## config.mk

```make
export PLATFORM = sky130hd
export DESIGN_NAME = prog_timer
export DESIGN_NICKNAME = d
export VERILOG_FILES = /design/src/rtl/prog_timer_pkg.sv /design/src/rtl/prog_timer_channel.sv /design/src/rtl/prog_timer.sv
export SDC_FILE = /design/constraint.sdc
export NUM_CORES = 1
export LEC_CHECK = 0
export ABC_AREA = 1
export BUFFER_PORTS_ARGS = -buffer_cell sky130_fd_sc_hd__buf_2
export CAP_MARGIN = 20
export CORE_UTILIZATION = 43
export DETAILED_ROUTE_END_ITERATION = 6
export PLACE_DENSITY = 0.65
export SLEW_MARGIN = 10
export SYNTH_ARGS = -nofsm -noshare
export SYNTH_HDL_FRONTEND = slang
export SYNTH_SLANG_ARGS = --single-unit
```

## constraint.sdc

```tcl
create_clock -name clk -period 1.9 [get_ports clk]
set_clock_uncertainty 0.05 [all_clocks]
set_input_delay 0.19 -clock clk [delete_from_list [all_inputs] [get_ports clk]]
set_output_delay 0.19 -clock clk [all_outputs]
set_load 0.01 [all_outputs]
```

## src/rtl/prog_timer_pkg.sv

```systemverilog
// Shared types for the programmable timer: write-target select and channel mode.
// Latency: n/a (types and constants only).
// Backpressure: n/a.
package prog_timer_pkg;

  // Register write targets carried on wr_sel
  typedef enum logic [1:0] {
    CMP     = 2'd0,
    CTRL    = 2'd1,
    IRQ_CLR = 2'd2,
    PSC     = 2'd3
  } wr_sel_e;

  // Channel behaviour on a compare match
  typedef enum logic {
    PERIODIC = 1'b0,
    ONESHOT  = 1'b1
  } mode_e;

  // Bit positions inside a CTRL write
  localparam int CTRL_EN_BIT   = 0;
  localparam int CTRL_MODE_BIT = 1;

  // Channel-index width; a single channel still gets a 1-bit select
  function automatic int unsigned ch_w(input int unsigned n);
    return (n > 1) ? $clog2(n) : 1;
  endfunction

endpackage

```

## src/rtl/prog_timer_channel.sv

```systemverilog
// One timer channel: up-counter advanced by the shared tick, compare match, sticky pending flag.
// Latency: match sets pending on the edge that ends the tick cycle; pending is a register.
// Backpressure: none; register writes are accepted every cycle they are strobed.
module timer_channel
  import prog_timer_pkg::*;
#(
  parameter int WIDTH = 16
) (
  input  logic             clk,
  input  logic             rst,
  input  logic             tick_i,
  input  logic             cmp_we_i,
  input  logic             ctrl_we_i,
  input  logic             clr_i,
  input  logic [WIDTH-1:0] data_i,
  output logic [WIDTH-1:0] count_o,
  output logic             pending_o
);

  logic [WIDTH-1:0] count_q, count_d;
  logic [WIDTH-1:0] cmp_q, cmp_d;
  logic             en_q, en_d;
  mode_e            mode_q, mode_d;
  logic             pend_q, pend_d;
  logic             match;

  // Next-state: count/match on tick, then register writes override count and enable
  always_comb begin
    count_d = count_q;
    cmp_d   = cmp_q;
    en_d    = en_q;
    mode_d  = mode_q;
    pend_d  = pend_q;
    match   = tick_i && en_q && (count_q == cmp_q);

    if (tick_i && en_q) begin
      if (match) begin
        count_d = '0;
        if (mode_q == ONESHOT) begin
          en_d = 1'b0;
        end
      end else begin
        // Natural wrap at 2^WIDTH lets a counter that overshot a lowered cmp come back round
        count_d = count_q + WIDTH'(1);
      end
    end

    // Compare value changes never disturb the running count
    if (cmp_we_i) begin
      cmp_d = data_i;
    end

    // A CTRL write restarts the channel from zero with the new enable/mode
    if (ctrl_we_i) begin
      en_d    = data_i[CTRL_EN_BIT];
      mode_d  = mode_e'(data_i[CTRL_MODE_BIT]);
      count_d = '0;
    end

    // Clear is applied first so a simultaneous match keeps the flag set
    if (clr_i) begin
      pend_d = 1'b0;
    end
    if (match) begin
      pend_d = 1'b1;
    end
  end

  // State register with synchronous reset
  always_ff @(posedge clk) begin
    if (rst) begin
      count_q <= '0;
      cmp_q   <= '0;
      en_q    <= 1'b0;
      mode_q  <= PERIODIC;
      pend_q  <= 1'b0;
    end else begin
      count_q <= count_d;
      cmp_q   <= cmp_d;
      en_q    <= en_d;
      mode_q  <= mode_d;
      pend_q  <= pend_d;
    end
  end

  assign count_o   = count_q;
  assign pending_o = pend_q;

endmodule

```

## src/rtl/prog_timer.sv

```systemverilog
// Multi-channel programmable timer with a shared prescaler and per-channel sticky interrupts.
// Latency: irq rises one edge after the matching tick cycle; rd_count is combinational.
// Backpressure: none; one register write per wr_en cycle, always accepted.
module prog_timer
  import prog_timer_pkg::*;
#(
  parameter int WIDTH = 16,
  parameter int NCH   = 4,
  parameter int PSC_W = 8
) (
  input  logic                    clk,
  input  logic                    rst,
  input  logic                    wr_en,
  input  logic [1:0]              wr_sel,
  input  logic [ch_w(NCH)-1:0]    wr_ch,
  input  logic [WIDTH-1:0]        wr_data,
  input  logic [ch_w(NCH)-1:0]    rd_ch,
  output logic [WIDTH-1:0]        rd_count,
  output logic [NCH-1:0]          irq,
  output logic                    irq_any
);

  wr_sel_e          sel;
  logic [PSC_W-1:0] psc_div_q, psc_div_d;
  logic [PSC_W-1:0] psc_cnt_q, psc_cnt_d;
  logic             tick;
  logic [WIDTH-1:0] cnt_arr [NCH];
  logic [NCH-1:0]   pend;

  assign sel = wr_sel_e'(wr_sel);

  // Prescaler: tick on the cycle the counter equals the divisor; a PSC write restarts it
  always_comb begin
    psc_div_d = psc_div_q;
    tick      = (psc_cnt_q == psc_div_q);
    psc_cnt_d = tick ? '0 : psc_cnt_q + PSC_W'(1);
    if (wr_en && sel == PSC) begin
      psc_div_d = PSC_W'(wr_data);
      psc_cnt_d = '0;
    end
  end

  // Prescaler registers with synchronous reset
  always_ff @(posedge clk) begin
    if (rst) begin
      psc_div_q <= '0;
      psc_cnt_q <= '0;
    end else begin
      psc_div_q <= psc_div_d;
      psc_cnt_q <= psc_cnt_d;
    end
  end

  // Channels only decode their own index, so out-of-range wr_ch hits nothing
  for (genvar g = 0; g < NCH; g++) begin : g_ch
    logic hit;
    assign hit = wr_en && (int'(wr_ch) == g);

    timer_channel #(
      .WIDTH(WIDTH)
    ) u_ch (
      .clk       (clk),
      .rst       (rst),
      .tick_i    (tick),
      .cmp_we_i  (hit && sel == CMP),
      .ctrl_we_i (hit && sel == CTRL),
      .clr_i     (hit && sel == IRQ_CLR),
      .data_i    (wr_data),
      .count_o   (cnt_arr[g]),
      .pending_o (pend[g])
    );
  end

  // Read mux; an unpopulated channel index reads as zero
  always_comb begin
    rd_count = '0;
    for (int i = 0; i < NCH; i++) begin
      if (int'(rd_ch) == i) begin
        rd_count = cnt_arr[i];
      end
    end
  end

  assign irq     = pend;
  assign irq_any = |pend;

endmodule

```

Word level (Yosys, flattened, before mapping) --
Index checks and enable logic that the tools add are counted.
Storage, ports and cells: register bits 156, output and inout port bits 21, input port bits 25
Operators by class: add/subtract/negate cells 5, eq/ne operators 14, multiplexer cells 32, reductions and logical operators 54
Operators by type and width (count):
- two-way mux 16 bit | 8
- adder 16 x 1 -> 16 bit (second input constant) | 4
- equality test 16 bit | 4
- nonzero test 2 bit | 16
- logical AND 1 bit | 25
- two-way mux 1 bit | 24
- equality test 2 bit (second input constant) | 6
- AND reduction 3 bit | 4
- adder 8 x 1 -> 8 bit (second input constant) | 1
- equality test 8 bit | 1
- OR reduction 2 bit | 4
- equality test 2 x 1 -> 1 bit (second input constant) | 3
- logical NOT 2 bit | 3
- OR reduction 4 bit | 1
- OR reduction 3 bit | 1

Longest topological paths before layout --
Gate-level depths: netlist of run 1.
depth after elaboration 6, gate-level depth with buffers 12

Cells and area by module --
A second synthesis of run 1 with hierarchy kept.
Second synthesis, totals: cell total of the unflattened synthesis 1171, area, all modules 8239.2 µm²
Modules (own cells, without submodules):
- timer_channel | cells an instance 238, sequential area each 700.7 µm², area each 1731.7 µm², times used 4
- prog_timer | cells an instance 219, sequential area each 320.3 µm², area each 1312.5 µm², times used 1

Worst setup path after synthesis of run 1 --
No wires, ideal clock.
path type flip-flop to flip-flop, from register g_ch[0].u_ch.count_q[1], to register g_ch[0].u_ch.count_q[10], cell stages (with the launch flop) 9, arrival 1.413 ns, setup slack 0.327 ns, path buffers 0, required time 1.740 ns, setup time 0.110 ns, path through dfxtp_1 > ha_1 > inv_1 > nor3_1 > nand2_1 > nor3_1 > nand3_1 > nand3_1 > inv_1
On the way: longest elaborated chain between the ends 3, elaborated cells between the ends (all ways) 4, those cells by class add/sub: 1; eq/ne: 1; mux: 1; reduce/logical: 1
RTL lines:
- start, declared | RTL line prog_timer_channel.sv:20 | logic [WIDTH-1:0] count_q, count_d;
- start signal, assigned | RTL line prog_timer_channel.sv:78 | count_q <= count_d;
- branches (longest 2 deep; another with adder 16 x 1 -> 16 bit)
- two-way mux 16 bit * | RTL line prog_timer_channel.sv:37 | if (match) begin
Mark *: on every way between the ends. A chain may end at the register's enable or synchronous reset.

Worst setup path in the final report of run 1 --
from register g_ch[1].u_ch.count_q[1], to output rd_count[1]
On the way: longest elaborated chain between the ends 3
RTL lines:
- start, declared | RTL line prog_timer_channel.sv:20
- start signal, assigned | RTL line prog_timer_channel.sv:78
- two-way mux 16 bit (3 in series) | RTL line prog_timer.sv:78 | if (int'(rd_ch) == i) begin
- end, declared | RTL line prog_timer.sv:18 | output logic [WIDTH-1:0] rd_count,
Every way passes these cells.

==> impl_metrics.toml, run 1 <==
[outcome]
status = "finished, violations left"
violations = "design-rule violations"

[grt]
grt_use_total_pct = 26.6
grt_pass1_vias = 7518
grt_max_degree = 51
gr-total-overflow = 0
antenna_found_initial = 0
grt_pass1_wl_um = 41000

[power_and_ir_drop]
power_density_mw_per_mm2 = 714
ir_worst_vdd_mv = 0.632
p_leak_nw = 4.30

[yosys]
synth_top_area_cell = "dfxtp_1"
syn-num-nets = 1302
synth_compound_area_share_pct = 13.4
synth_top_family_by_area = "simple AND/OR/NAND/NOR gates"
synth_fa_ha_area_share_pct = 0.725
ys_top_cells_by_area = "dfxtp_1, nand2_1, nor2_1"
ys_seq_elements = 156
avgSynthCellArea_um2 = 6.78
ys_types = 41
synth-simple-area-share_pct = 30.4
synth.mux.area_fraction_pct = 0
netlist.area_leader.share_pct = 36.2
synth_xor_area_share_pct = 9.14
syn_area_mm2 = 0.00862
yosys_warnings = 0
ys_seq_area_share_pct = 36.2
netlist_instances = 1272

[clock_tree]
path_clk_slew_ps = 60
postCtsHoldBufs = 0
clock-root-buffer = "clkbuf_16"
cts_buffer_depth = 2
cts_tree = "done"
htreeDepth = 4
numClockSinks = 156
numCtsBuffers = 17
clk_latency_ps = 440

[routing]
dr.first_iter.drc_count = 782
ant_nets = 0
wire_per_inst_um = 16.3
via_per_inst = 5.21
drc = 7
firstDrtPassIters = 7
totalWireLength_um = 26600
vias = 8493

[floorplan]
placementRows = 51
initial_utilization_pct = 44.0
pin_count = 46
design.die.area_mm2 = 0.0206
die_x_um = 144
core_mm2 = 0.0196
chipHeight_um = 144

[sta]
fin_crit_ps = 1850
finalHoldViolations = 0
slew_violations = 0
whs_ps = 38.2
period_share_pct = 97.6
tightestPinTransition_ps = 603
setup_ws_ps = 45.4
slew_headroom_pct = 59.4
fmax_mhz = 539
tns_ps = 0
report.final.setup_viol = 0

[finish]
multi_input_area_mm2 = 0.00467
antenna-diode-count = 0
layout.nets = 1381
regArea_mm2 = 0.00313
final_util_pct = 51.6
fill_cells = 1967
stdcell_area_mm2 = 0.0101
syn2layout_area_growth_pct = 17.2
final_layout_size_suffix_gt1_share_pct = 14.1

[place]
port_buffers = 45
place_area_mm2 = 0.00937
dp_slack_ps = 73.7
gp_congestion = 0.930
hpwl_um = 19500

[worst_hold_path]
worstHoldPathType = "input port to register"

[run]
cap_violations = 0

[critical_path]
startpoint_type = "register"
critPathKind = "register to primary output"
cp_max_fo = 5
timing.critical_path.to_type = "primary output"
arrival_ps = 1610
required_ps = 1660
==> critical path, stage by stage, from the launching register on <==
cell,delay [ps]
dfxtp_1,450
inv_1,130
o2111ai_1,380
buf_2,220
==> where the power goes <==
part           total, W  internal [W]  switching [W]
logic          0.000637      0.000201       0.000436
clock network   0.00321       0.00177        0.00143
registers       0.00337       0.00333      0.0000395
==> sequential cells by signal, indices dropped and copies added (netlist names) <==
register / flops
psc_cnt_q: 8
g_ch.u_ch.en_q: 4
g_ch.u_ch.pending_o: 4
g_ch.u_ch.mode_q: 4
g_ch.u_ch.count_o: 64
psc_div_q: 8
g_ch.u_ch.cmp_q: 64
==> cell families (layout without fill, tap and decap cells) <==
logic type      count (synthesis)  count (layout)
xor+xnor                       90              90
buf+inv                       205             297
flops                         156             156
compound gates                213             213
fa+ha+maj                       5               5
simple gates                  603             603
==> area by class of cell <==
| cell class | instances | area share (%) |
|---|---|---|
| well taps | 265 | 3.28 |
| multi-input cells | 911 | 46.2 |
| flip-flops and latches | 156 | 31.0 |
| clock inverters | 9 | 0.632 |
| clock buffers | 23 | 4.73 |
| repair buffers | 111 | 8.33 |
| inverters | 154 | 5.80 |
==> per-layer routing <==
metal  share of wire (%)  vias up  track usage (%)  routed length (um)
li1                    -     4228                -                   -
met1                  45     3897             35.7               11900
met2                  45      299             42.4               12000
met4                 4.0        0             11.2                1050
met5                   0        -                0                   0
met3                 6.3       69             4.03                1670
==> path summary, 6_finish.rpt <==
path / from / to / slack (ps) / cells after the start
worst max-delay path: g_ch[1].u_ch.count_o[1] / rd_count[1] / 50 / 3
worst min-delay path: wr_en / psc_div_q[0] / 40 / 3
worst max register to register: g_ch[3].u_ch.count_o[0] / g_ch[3].u_ch.count_o[10] / 60 / 7
worst min register to register: g_ch[0].u_ch.cmp_q[6] / g_ch[0].u_ch.cmp_q[6] / 410 / 2
==> cells in the final DEF (no fill, tap or decap), types with 8 or more instances in the layout <==
| cell | netlist | final |
|---|---|---|
| nand4_1 | 21 | 21 |
| buf_4 | 5 | 56 |
| buf_2 | 8 | 45 |
| xnor2_1 | 44 | 44 |
| nand3b_1 | 8 | 8 |
| nand3_1 | 70 | 70 |
| nand2_1 | 258 | 258 |
| clkbuf_16 | 0 | 19 |
| o21ai_0 | 96 | 95 |
| nand3_2 | 10 | 10 |
| a21oi_1 | 84 | 84 |
| inv_1 | 145 | 141 |
| inv_2 | 6 | 8 |
| a21oi_2 | 12 | 12 |
| nor2_1 | 197 | 195 |
| nor3_1 | 25 | 24 |
| dfxtp_1 | 156 | 149 |
| xor2_1 | 46 | 46 |
| o22ai_1 | 9 | 8 |
==> cells in the mapped netlist <==
library cell  count
ha_1              5
nor3_1           25
buf_2             8
buf_8             1
buf_4             5
inv_2             6
clkbuf_2          3
nand2_4           1
nand2_2           2
nor2_1          197
buf_1             1
a21oi_2          12
xnor2_1          44
buf_12            1
nor2_4            1
clkbuf_1         27
o22ai_1           9
dfxtp_1         156
nor2_8            3
nand4_1          21
inv_1           145
a221oi_1          2
o21ai_0          96
a31o_2            1
o21bai_1          2
nand3_2          10
clkbuf_8          1
nand2_1         258
nor3_2            1
or4_1             1
clkinv_1          3
nand3_1          70
o2111ai_1         5
a21oi_1          84
nor4_1            1
buf_6             4
nor2_2            1
nand3b_1          8
o21ai_1           2
nor3b_1           3
xor2_1           46
==> through the flow <==
step,power [W],std cells
after floorplan,0.00379,1272
after CTS,0.00717,1622
after detailed placement,0.00400,1590
after global placement,0.00400,1590
after global routing,0.00744,1629
final,0.00721,1629
==> timing repair <==
item	4_1_cts	5_1_grt
gates resized for setup	0	23
endpoints found under the setup margin	0	38
setup buffers	0	5
Power figures use the tool's default switching activity.
==> run 2: changes to the inputs <==
--- a/config.mk
+++ b/config.mk
@@ -8,9 +8,12 @@
 export ABC_AREA = 1
 export BUFFER_PORTS_ARGS = -buffer_cell sky130_fd_sc_hd__buf_2
 export CAP_MARGIN = 20
-export CORE_UTILIZATION = 43
+export CELL_PAD_IN_SITES_DETAIL_PLACEMENT = 1
+export CELL_PAD_IN_SITES_GLOBAL_PLACEMENT = 2
+export CORE_ASPECT_RATIO = 0.7
+export CORE_UTILIZATION = 35
 export DETAILED_ROUTE_END_ITERATION = 6
-export PLACE_DENSITY = 0.65
+export PLACE_DENSITY = 0.86
 export SLEW_MARGIN = 10
 export SYNTH_ARGS = -nofsm -noshare
 export SYNTH_HDL_FRONTEND = slang
==> run 2 against run 1 <==
  * The flow now finishes without violations
  * Critical path depth rose by 2
  * Non-clock buffer count rose by 22
  * Wire length rose by 20%
  * Hold slack improved by 15 ps
  * Fmax fell by 1.3%
  * Sequential power barely moved
  * Worst setup slack got worse by 25 ps
  * Sequential cell count did not move
  * Clock power rose by 13%
  * Die area rose by 23%
  * Sequential share of layout area fell by 0.85 points
  * Cell count rose by 4.7%
  * Largest cell class unchanged
  * Largest power group is now clock
==> impl_metrics.toml, run 2 (synthesis results as in run 1) <==
[critical_path]
cp_max_fo = 4
reg2reg_depth = 10
crit_path_end = "rd_count[4]"
reg2reg_slack_ps = 80
critPathKind = "register to primary output"
startpoint = "g_ch[0].u_ch.count_o[4]"
arrival_ps = 1640
r2r_end = "g_ch[3].u_ch.count_o[9]"
timing.rr.start = "psc_cnt_q[0]"
required_ps = 1660
crit_slowest_cell = "dfxtp_1"
slowest_delay_ps = 400
path_cells = "inv_1, o22ai_2, a21oi_1, o21ai_0, buf_2"
startpoint_type = "register"
timing.critical_path.to_type = "primary output"

[power_and_ir_drop]
ir_worst_vdd_mv = 0.610
p_leak_nw = 4.43
power_density_mw_per_mm2 = 736

[finish]
final_common_cell = "nand2_1"
final_util_pct = 43.4
layout.cells.non_filler = 1705
stdcell_area_mm2 = 0.0104
layout.nets = 1403
final_layout_size_suffix_gt1_share_pct = 16.7
syn2layout_area_growth_pct = 20.5
final_cell_mix = "nand2_1, nor2_1, dfxtp_1"

[sta]
tightestPinTransition_ps = 510
tns_ps = 0
slew_violations = 0
fmax_mhz = 532
whs_ps = 53.2
period_share_pct = 98.9
report.final.setup_viol = 0
fin_crit_ps = 1880
finalHoldViolations = 0
slew_headroom_pct = 66.0

[routing]
totalWireLength_um = 31800
via_per_inst = 5.10
ant_nets = 0
firstDrtPassIters = 5
vias = 8698
drc = 0
dr.first_iter.drc_count = 553
wire_per_inst_um = 18.7

[clock_tree]
numCtsBuffers = 17
numClockSinks = 156
cts_buffer_depth = 2
htreeDepth = 4
clock-root-buffer = "clkbuf_16"
path_clk_slew_ps = 70
cts_tree = "done"
postCtsHoldBufs = 0
clk_latency_ps = 440

[floorplan]
initial_utilization_pct = 36.0
design.die.area_mm2 = 0.0253
placementRows = 47
pin_count = 46
core_mm2 = 0.0239
chipHeight_um = 133
die_x_um = 190

[outcome]
status = "finished, final reports clean"

[run]
cap_violations = 0

[grt]
grt_use_total_pct = 26.1
grt_pass1_wl_um = 49900
grt_pass1_vias = 8579
grt_max_degree = 36
gr-total-overflow = 0
antenna_found_initial = 1

[place]
port_buffers = 45
hpwl_um = 24500
place_area_mm2 = 0.00965
dp_cells = 1668
gp_congestion = 0.927

[worst_hold_path]
worstHoldPathType = "input port to register"
==> run 2: changes by cell type in the layout (fill, tap and decap cells not counted), moves of 3 or more <==
cell / delta
nor2_2: +3
buf_4: +25
a21oi_2: +3
a21oi_1: -3
o22ai_1: -3
bufinv_16: +3
==> run 2: area by class of cell <==
cell class / count / area (um2)
fill: 3094 / 13500
multi-input combinational: 911 / 4710
sequential: 156 / 3130
timing repair buffer: 133 / 956
inverter: 154 / 586
clock buffer: 19 / 443
tap: 318 / 398
clock inverter: 13 / 166
antenna: 1 / 2.50
==> run 2: worst min path at each step <==
stage	from	endpoint	slack [ps]	depth (start not counted)
2_1_floorplan	wr_data[10]	g_ch[1].u_ch.cmp_q[10]	270	2
3_3_place_gp	psc_div_q[3]	psc_div_q[3]	400	2
3_5_place_dp	psc_div_q[6]	psc_div_q[6]	400	2
4_1_cts	wr_data[15]	g_ch[3].u_ch.cmp_q[15]	40	3
5_1_grt	rst	g_ch[3].u_ch.pending_o	50	2
6_report	wr_data[2]	g_ch[3].u_ch.cmp_q[2]	50	3
==> run 2: metal layers <==
metal	vias up	global-route usage, %	share of wire [%]	wire [um]
met5	-	0	0	0
met4	0	6.32	1.3	420
met3	23	5.66	6.8	2180
met2	213	36.9	41	12900
met1	4203	39.5	51	16300
li1	4259	-	-	-
==> run 2: stage by stage <==
step,setup WS (ps),total power (W)
2_1_floorplan,327,0.00379
3_3_place_gp,125,0.00406
3_5_place_dp,73.1,0.00407
4_1_cts,7.68,0.00769
5_1_grt,-33.9,0.00792
6_report,20.4,0.00765
==> run 2: power by group <==
part	total, W	switching, W	leakage (nW)	internal, W
clock network	0.00362	0.00151	0.290	0.00211
registers	0.00337	0.0000439	1.26	0.00332
logic	0.000658	0.000454	2.87	0.000204
==> run 2: timing repair <==
action                     4_1_cts  5_1_grt
buffers inserted                 0        4
resized for setup                7       27
pin swaps                        0        4
setup endpoints to repair        5       55
==> run 2: critical path, delay by kind of cell (launching register included) <==
family	cells	cell delay, ps
compound gates	3	450
flops	1	400
buf+inv	2	340
